--- src/rtl/serial_sub_pkg.sv ---
// Shared definitions for the bit-serial subtractor: FSM encodings and counter sizing.
package serial_sub_pkg;

    typedef enum logic [1:0] {
        ST_IDLE = 2'd0,
        ST_RUN  = 2'd1,
        ST_DONE = 2'd2
    } state_e;

    // Bit counter width: enough to reach WIDTH-1 without wrapping, never below one bit.
    function automatic int unsigned cnt_width(input int unsigned width);
        return (width > 1) ? $clog2(width) : 1;
    endfunction

endpackage

--- src/rtl/serial_sub_full_sub.sv ---
// One-bit full subtractor: diff = a - b - bi, borrow out of this bit position.
module full_sub (
    input  logic a,
    input  logic b,
    input  logic bi,
    output logic diff,
    output logic borrow
);

    // Pure combinational difference and borrow.
    always_comb begin
        diff   = a ^ b ^ bi;
        borrow = (~a & b) | (~(a ^ b) & bi);
    end

endmodule

--- src/rtl/serial_sub.sv ---
// Bit-serial WIDTH-bit subtractor, LSB first, one bit per clock.
// Optional signed-overflow output is enabled by defining SERIAL_SUB_OVF_EN.
module serial_sub
    import serial_sub_pkg::*;
#(
    parameter int unsigned WIDTH = 8
) (
    input  logic             clk,
    input  logic             rst_n,
    input  logic             start,
    input  logic [WIDTH-1:0] a,
    input  logic [WIDTH-1:0] b,
    input  logic             bin,
    output logic             busy,
    output logic             done,
    output logic [WIDTH-1:0] diff,
    output logic             bout
`ifdef SERIAL_SUB_OVF_EN
    ,
    output logic             ovf
`endif
);

    localparam int unsigned CW = cnt_width(WIDTH);

    state_e           state_q, state_d;
    logic [CW-1:0]    cnt_q, cnt_d;
    logic [WIDTH-1:0] a_sh_q, a_sh_d;
    logic [WIDTH-1:0] b_sh_q, b_sh_d;
    // Upper WIDTH-1 result bits collected so far; the newest bit joins at the top.
    logic [WIDTH-2:0] d_sh_q, d_sh_d;
    logic             brw_q, brw_d;
    logic [WIDTH-1:0] diff_q, diff_d;
    logic             bout_q, bout_d;
    logic             done_q, done_d;
    logic             busy_q, busy_d;
`ifdef SERIAL_SUB_OVF_EN
    logic             ovf_q, ovf_d;
`endif

    logic bit_d;
    logic bit_bn;

    // Single per-bit datapath cell fed from the operand shift registers.
    full_sub u_full_sub (
        .a      (a_sh_q[0]),
        .b      (b_sh_q[0]),
        .bi     (brw_q),
        .diff   (bit_d),
        .borrow (bit_bn)
    );

    // State, datapath and output registers.
    always_ff @(posedge clk or negedge rst_n) begin
        if (!rst_n) begin
            state_q <= ST_IDLE;
            cnt_q   <= '0;
            a_sh_q  <= '0;
            b_sh_q  <= '0;
            d_sh_q  <= '0;
            brw_q   <= 1'b0;
            diff_q  <= '0;
            bout_q  <= 1'b0;
            done_q  <= 1'b0;
            busy_q  <= 1'b0;
`ifdef SERIAL_SUB_OVF_EN
            ovf_q   <= 1'b0;
`endif
        end else begin
            state_q <= state_d;
            cnt_q   <= cnt_d;
            a_sh_q  <= a_sh_d;
            b_sh_q  <= b_sh_d;
            d_sh_q  <= d_sh_d;
            brw_q   <= brw_d;
            diff_q  <= diff_d;
            bout_q  <= bout_d;
            done_q  <= done_d;
            busy_q  <= busy_d;
`ifdef SERIAL_SUB_OVF_EN
            ovf_q   <= ovf_d;
`endif
        end
    end

    // Next-state and datapath sequencing.
    always_comb begin
        state_d = state_q;
        cnt_d   = cnt_q;
        a_sh_d  = a_sh_q;
        b_sh_d  = b_sh_q;
        d_sh_d  = d_sh_q;
        brw_d   = brw_q;
        diff_d  = diff_q;
        bout_d  = bout_q;
        done_d  = 1'b0;
        busy_d  = busy_q;
`ifdef SERIAL_SUB_OVF_EN
        ovf_d   = ovf_q;
`endif

        unique case (state_q)
            ST_IDLE: begin
                if (start) begin
                    a_sh_d  = a;
                    b_sh_d  = b;
                    brw_d   = bin;
                    cnt_d   = '0;
                    busy_d  = 1'b1;
                    state_d = ST_RUN;
                end
            end
            ST_RUN: begin
                a_sh_d = a_sh_q >> 1;
                b_sh_d = b_sh_q >> 1;
                d_sh_d = (WIDTH-1)'({bit_d, d_sh_q} >> 1);
                brw_d  = bit_bn;
                cnt_d  = cnt_q + CW'(1);
                if (cnt_q == CW'(WIDTH - 1)) begin
                    diff_d  = {bit_d, d_sh_q};
                    bout_d  = bit_bn;
`ifdef SERIAL_SUB_OVF_EN
                    // Borrow into the MSB differs from borrow out of it on signed overflow.
                    ovf_d   = brw_q ^ bit_bn;
`endif
                    done_d  = 1'b1;
                    state_d = ST_DONE;
                end
            end
            ST_DONE: begin
                busy_d  = 1'b0;
                state_d = ST_IDLE;
            end
            default: begin
                busy_d  = 1'b0;
                state_d = ST_IDLE;
            end
        endcase
    end

    assign busy = busy_q;
    assign done = done_q;
    assign diff = diff_q;
    assign bout = bout_q;
`ifdef SERIAL_SUB_OVF_EN
    assign ovf  = ovf_q;
`endif

endmodule

--- config.mk ---
export PLATFORM = sky130hd
export DESIGN_NAME = serial_sub
export DESIGN_NICKNAME = d
export VERILOG_FILES = /design/src/rtl/serial_sub_pkg.sv /design/src/rtl/serial_sub_full_sub.sv /design/src/rtl/serial_sub.sv
export SDC_FILE = /design/constraint.sdc
export NUM_CORES = 1
export LEC_CHECK = 0
export ABC_AREA = 1
export ABC_CLOCK_PERIOD_IN_PS = 1500
export BUFFER_PORTS_ARGS = -buffer_cell sky130_fd_sc_hd__clkbuf_2
export CORE_MARGIN = 1
export CORE_UTILIZATION = 50
export CTS_CLUSTER_DIAMETER = 50
export DETAILED_ROUTE_END_ITERATION = 10
export HOLD_SLACK_MARGIN = 0.05
export PLACE_DENSITY_LB_ADDON = 0.05
export SYNTH_ARGS = -nofsm -noshare
export SYNTH_HDL_FRONTEND = slang
export SYNTH_HIERARCHICAL = 1
export SYNTH_SLANG_ARGS = --single-unit
--- constraint.sdc ---
create_clock -name clk -period 1.5 [get_ports clk]
set_input_delay 0.45 -clock clk [delete_from_list [all_inputs] [get_ports clk]]
set_output_delay 0.45 -clock clk [all_outputs]
set_load 0.03 [all_outputs]
# Word level (Yosys, flattened, before mapping)
# Index checks and enable logic that the tools add are counted.
[totals] out_inout_bits=11 ff_bits=40 input_bits=20 elab_cells=44
[classes] bitwise_logic=8 mux=15 eq_ne=4 add_sub_neg=1 n_reduce_logical=6
[op_table] cell="8-bit one-hot mux with 2 select lines" count=2
[op_table] cell="8-bit 2-to-1 mux" count=2
[op_table] cell="2-bit AND reduction" count=4
[op_table] cell="3-bit one-hot mux with 2 select lines" count=1
[op_table] cell="1-bit 2-to-1 mux" count=4
[op_table] cell="2-bit 2-to-1 mux" count=2
[op_table] cell="2-bit inequality test (second input constant)" count=2
[op_table] cell="1-bit one-hot mux with 2 select lines" count=2
[op_table] cell="2-bit one-hot mux with 2 select lines" count=1
[op_table] cell="3-bit by 1-bit adder with 3-bit output (second input constant)" count=1
[op_table] cell="3-bit == test (second input constant)" count=1
[op_table] cell="3-bit 2-to-1 mux" count=1
[op_table] cell="1-bit NOT" count=3
[op_table] cell="1-bit AND" count=2
[op_table] cell="2-bit by 1-bit == test with 1-bit output (second input constant)" count=1
[op_table] cell="2-bit zero test" count=1
[op_table] cell="2-bit nonzero test" count=1
[op_table] cell="1-bit XOR" count=2
[op_table] cell="1-bit OR" count=1

# Depth between registers and ports, before layout
[depth] depth_word=5 depth_mapped=7 mapped_depth_nobuf=6

# Hierarchy
# The synthesis kept the hierarchy.
[modules_own_cells] module="serial_sub" area_per_inst_um2=1874.3 instances=1 cells_per_inst=221 seq_area_each_um2=1001.0
[modules_own_cells] module="full_sub" area_per_inst_um2=31.3 instances=1 cells_per_inst=4 seq_area_each_um2=0.0

# Worst setup path before layout
# Ideal clock, no wire load.
[synth_path] kind="reg2reg" start="reg cnt_q[0]" end="reg bout_q (netlist: bout)" setup_time_ps=65 path_slack_ps=286 synth_period_minus_slack_ps=1214 path_stages_with_launch=7 n_path_buf=1 arrival_ps=1148 t_required_ps=1435 path_cell_list="dfrtp_1 > ha_1 > ha_1 > nand2_4 > buf_6 > nand2_1 > nand2_1"
[synth_via] elab_chain_len=2
[synth_rtl] item="start, declared" line_no="serial_sub.sv:27" source="logic [CW-1:0] cnt_q, cnt_d;"
[synth_rtl] item="start signal, assigned" line_no="serial_sub.sv:71" source="cnt_q <= cnt_d;"
[synth_rtl] item="3-bit == test" line_no="serial_sub.sv:119" source="if (cnt_q == CW'(WIDTH - 1)) begin"
[synth_rtl] item="2-bit AND reduction (no line)"
[synth_rtl] item="end signal, assigned" line_no="serial_sub.sv:77" source="bout_q <= bout_d;"
[synth_rtl] item="end, declared" line_no="serial_sub.sv:34" source="logic bout_q, bout_d;"
# No other way between the ends.
# A chain may end at the register's enable or synchronous reset.

# Worst setup path in the final report
[layout_path] start="reg cnt_q[0]" end="reg diff_q[0] (netlist: diff[0])"
[layout_via] elab_chain_len=2
[layout_rtl] item="3-bit == test" line_no="serial_sub.sv:119"
[layout_rtl] item="2-bit AND reduction (no line)"
[layout_rtl] item="end signal, assigned" line_no="serial_sub.sv:76" source="diff_q <= diff_d;"
[layout_rtl] item="end, declared" line_no="serial_sub.sv:33" source="logic [WIDTH-1:0] diff_q, diff_d;"
# No other way between the ends.

==> out/qor.txt <==
Slowest library cell on the worst path: dfrtp_1
Sequential fraction of the synthesis area: 52.53%
Combinational Power Share: 44.7%
Syn_nets: 248
Synthesized area: 0.001906 mm^2
Register area: 0.001001 mm^2
Power Internal: 2.691 mW
Final instance area: 0.002195 mm^2
Number of flops mapped to enable cells by yosys: 0
Core footprint: 0.003661 mm^2
CP Class: flip-flop to flip-flop
CP Data Required Time: 1680 ps
H-tree depth: 2
Largest area contributor in the netlist: dfrtp_1
Final Max Slew Viols: 0
Critical path fanouts, max: 17
Gr usage total: 19.59%
Crit path largest cell delay: 410 ps
Gpl congestion: 0.7019
Initial core utilization: 52.05%
Routed length per instance: 11.39 um
Reg2reg setup slack: 140 ps
Met2 Track Usage GR: 32.98%
Die Area: 0.004062 mm^2
Asr flop ratio synth: 100.0%
Met1 Use GR: 24.74%
Ratio of cells with drive above 1 in the final layout: 21.62%
Area after DPL: 0.002105 mm^2
Area occupied by multi-input gates: 678.2 um^2
Max-cap violation count: 0
Main area contributors after synthesis: dfrtp_1 (53%), nand3_1 (12%), nand2_1 (12%), inv_1 (7.9%), o21ai_2 (2.8%)
Final Setup Violations: 0
Worst-Margin Slew: 240.4 ps
Worst Hold Slack: 127.2 ps
IO Pins: 31
CP Launch Type: flip-flop
Root buffer cell: clkbuf_8
Cell variety after synth: 18
RSZ-0062 raised after global routing: false
Sw frac: 42.39%
Min Tclk post-route: 1357 ps
Most Crowded Layer GR: met2
Avg Inst Size Synth: 8.469 um^2
Setup ws final: 143.0 ps
Worst path cell trace: ha_1 > ha_1 > nand2_4 > inv_1 > nand2_1 > nand2_1
PortBufs: 30
Initial DRT Pass Iterations: 4
Final Skew: 3.514 ps
Post-CTS setup buffer count: 0
Avg Vias per Cell: 4.827
Final Hold Viols: 0
Synthesized instance count: 225
Clock Latency Late Sink: 280 ps
Max-Slew Margin vs Limit: 83.92%
Sw power: 1.980 mW
#FFs+latches synth: 40
Max Clock Freq: 736.9 MHz
Worst path arrival time: 1540 ps
First-pass GRT wire length: 6.134 mm
CTS tree: built
Worst-path clk slew: 70 ps
Pwr dens: 2128 mW/mm^2
Post-synth top area share: 52.53%
Fin crit share: 90.47%
Pin count of the biggest net entering global routing: 41
DP HPWL: 2.417 mm
# rows: 22
Initial antenna violation count: 0
Final WL: 3.496 mm
DRC Markers: 0
Yosys warns: 6
Final net count: 281
Worst hold path type: input port to asynchronous set/reset pin
Sum Neg Setup Slack: 0 ps
Main synth FF type: dfrtp_1
PostCTS Resize Cnt: 0
Total power: 4.671 mW
Die height: 63.74 um
Via count: 1482
Status: finished clean
Post-Layout Cell Count: 307
Most common cell in the synthesized netlist: nand2_1
Reg power frac: 39.8%
Clk sinks: 40
Number of global-route vias before repair: 1394
# fillers: 359
Clk pwr share: 15.5%
Starting DRT DRC Count: 72
Pre-CTS WS: 144.2 ps
Met3 Use GR: 4.821%
Synth-to-layout area growth: 15.17%
Maximum VDD drop: 739.0 uV
Ant. Diodes: 0
Placed insts: 299
Endpoint class of the critical path: flip-flop
Post-synth top cells: nand2_1 (59), nand3_1 (46), dfrtp_1 (40), inv_1 (40), o21ai_0 (10)
Total global routing overflow: 0
Final core utilization: 59.95%
DRT antenna net count: 0
CTS Buf Count: 5
Die width: 63.74 um
Hold_buf cts: 0
Static leakage: 1.252 nW
Max clock buf depth: 2
-- cell type report --
cell class	instances	share of cell area, %
clock buffers	8	4.105
inverters	42	7.184
multi-input cells	133	30.90
flip-flops and latches	40	45.61
well taps	48	2.737
repair buffers	36	9.464
-- worst max-delay path, delay by kind of cell (launching register included) --
kind | cells | cell delay, ps
adders and majority gates | 2 | 420
buffers and inverters | 1 | 120
DFF | 1 | 410
and+or+nand+nor | 3 | 310
-- power by group through the flow --
| stage | sequential [mW] | clock, mW | combinational (mW) |
|---|---|---|---|
| floorplan | 2.07 | 0 | 1.43 |
| global placement | 1.87 | 0 | 2.08 |
| detailed placement | 1.88 | 0 | 2.13 |
| CTS | 1.86 | 0.749 | 2.14 |
| global route | 1.93 | 0.786 | 2.39 |
| finish | 1.86 | 0.724 | 2.09 |
-- layer usage --
| metal | share of wire [%] | wire [um] |
|---|---|---|
| met3 | 3.4 | 119 |
| met5 | 0 | 0 |
| met2 | 50 | 1740 |
| met1 | 45 | 1587 |
| met4 | 1.3 | 47 |
-- worst paths after layout --
| check | end | startpoint | cells after the start |
|---|---|---|---|
| max | diff[0]$_DFFE_PN0P_ | cnt_q[0]$_DFFE_PN0P_ | 6 |
| min | diff[2]$_DFFE_PN0P_ | rst_n | 2 |
| max reg2reg | diff[0]$_DFFE_PN0P_ | cnt_q[0]$_DFFE_PN0P_ | 6 |
| min reg2reg | diff[5]$_DFFE_PN0P_ | diff[5]$_DFFE_PN0P_ | 2 |
| max in group asynchronous | a_sh_q[1]$_DFFE_PN0P_ | rst_n | 2 |
| min in group clk | a_sh_q[7]$_DFFE_PN0P_ | a[7] | 3 |
-- state kept, by name (all words and copies together), names as in the netlist, 2 cells and up --
signal	count
diff	8
cnt_q	3
state_q	2
d_sh_q	7
a_sh_q	8
b_sh_q	8
-- layout by cell type, fill, tap and decap left out, types with 2 or more instances in the layout --
cell type	instances
nand2_4	4
clkbuf_1	2
nor2_1	2
o21ai_2	6
dfrtp_1	40
nand2_1	59
ha_1	2
clkbuf_2	30
buf_4	5
nand3_1	46
inv_1	40
o21ai_0	10
inv_2	2
clkbuf_8	6
-- cells by family (layout without fill, tap and decap cells) --
group | Yosys count | in the layout | synth area share (%)
AO/OA/AOI/OAI | 17 | 17 | 5.844
adder cells (fa/ha/maj) | 3 | 3 | 2.364
buffers and inverters | 52 | 86 | 11.88
flip-flops | 40 | 40 | 52.53
AND/OR/NAND/NOR | 113 | 113 | 27.38
(Power assumes the default switching activity.)
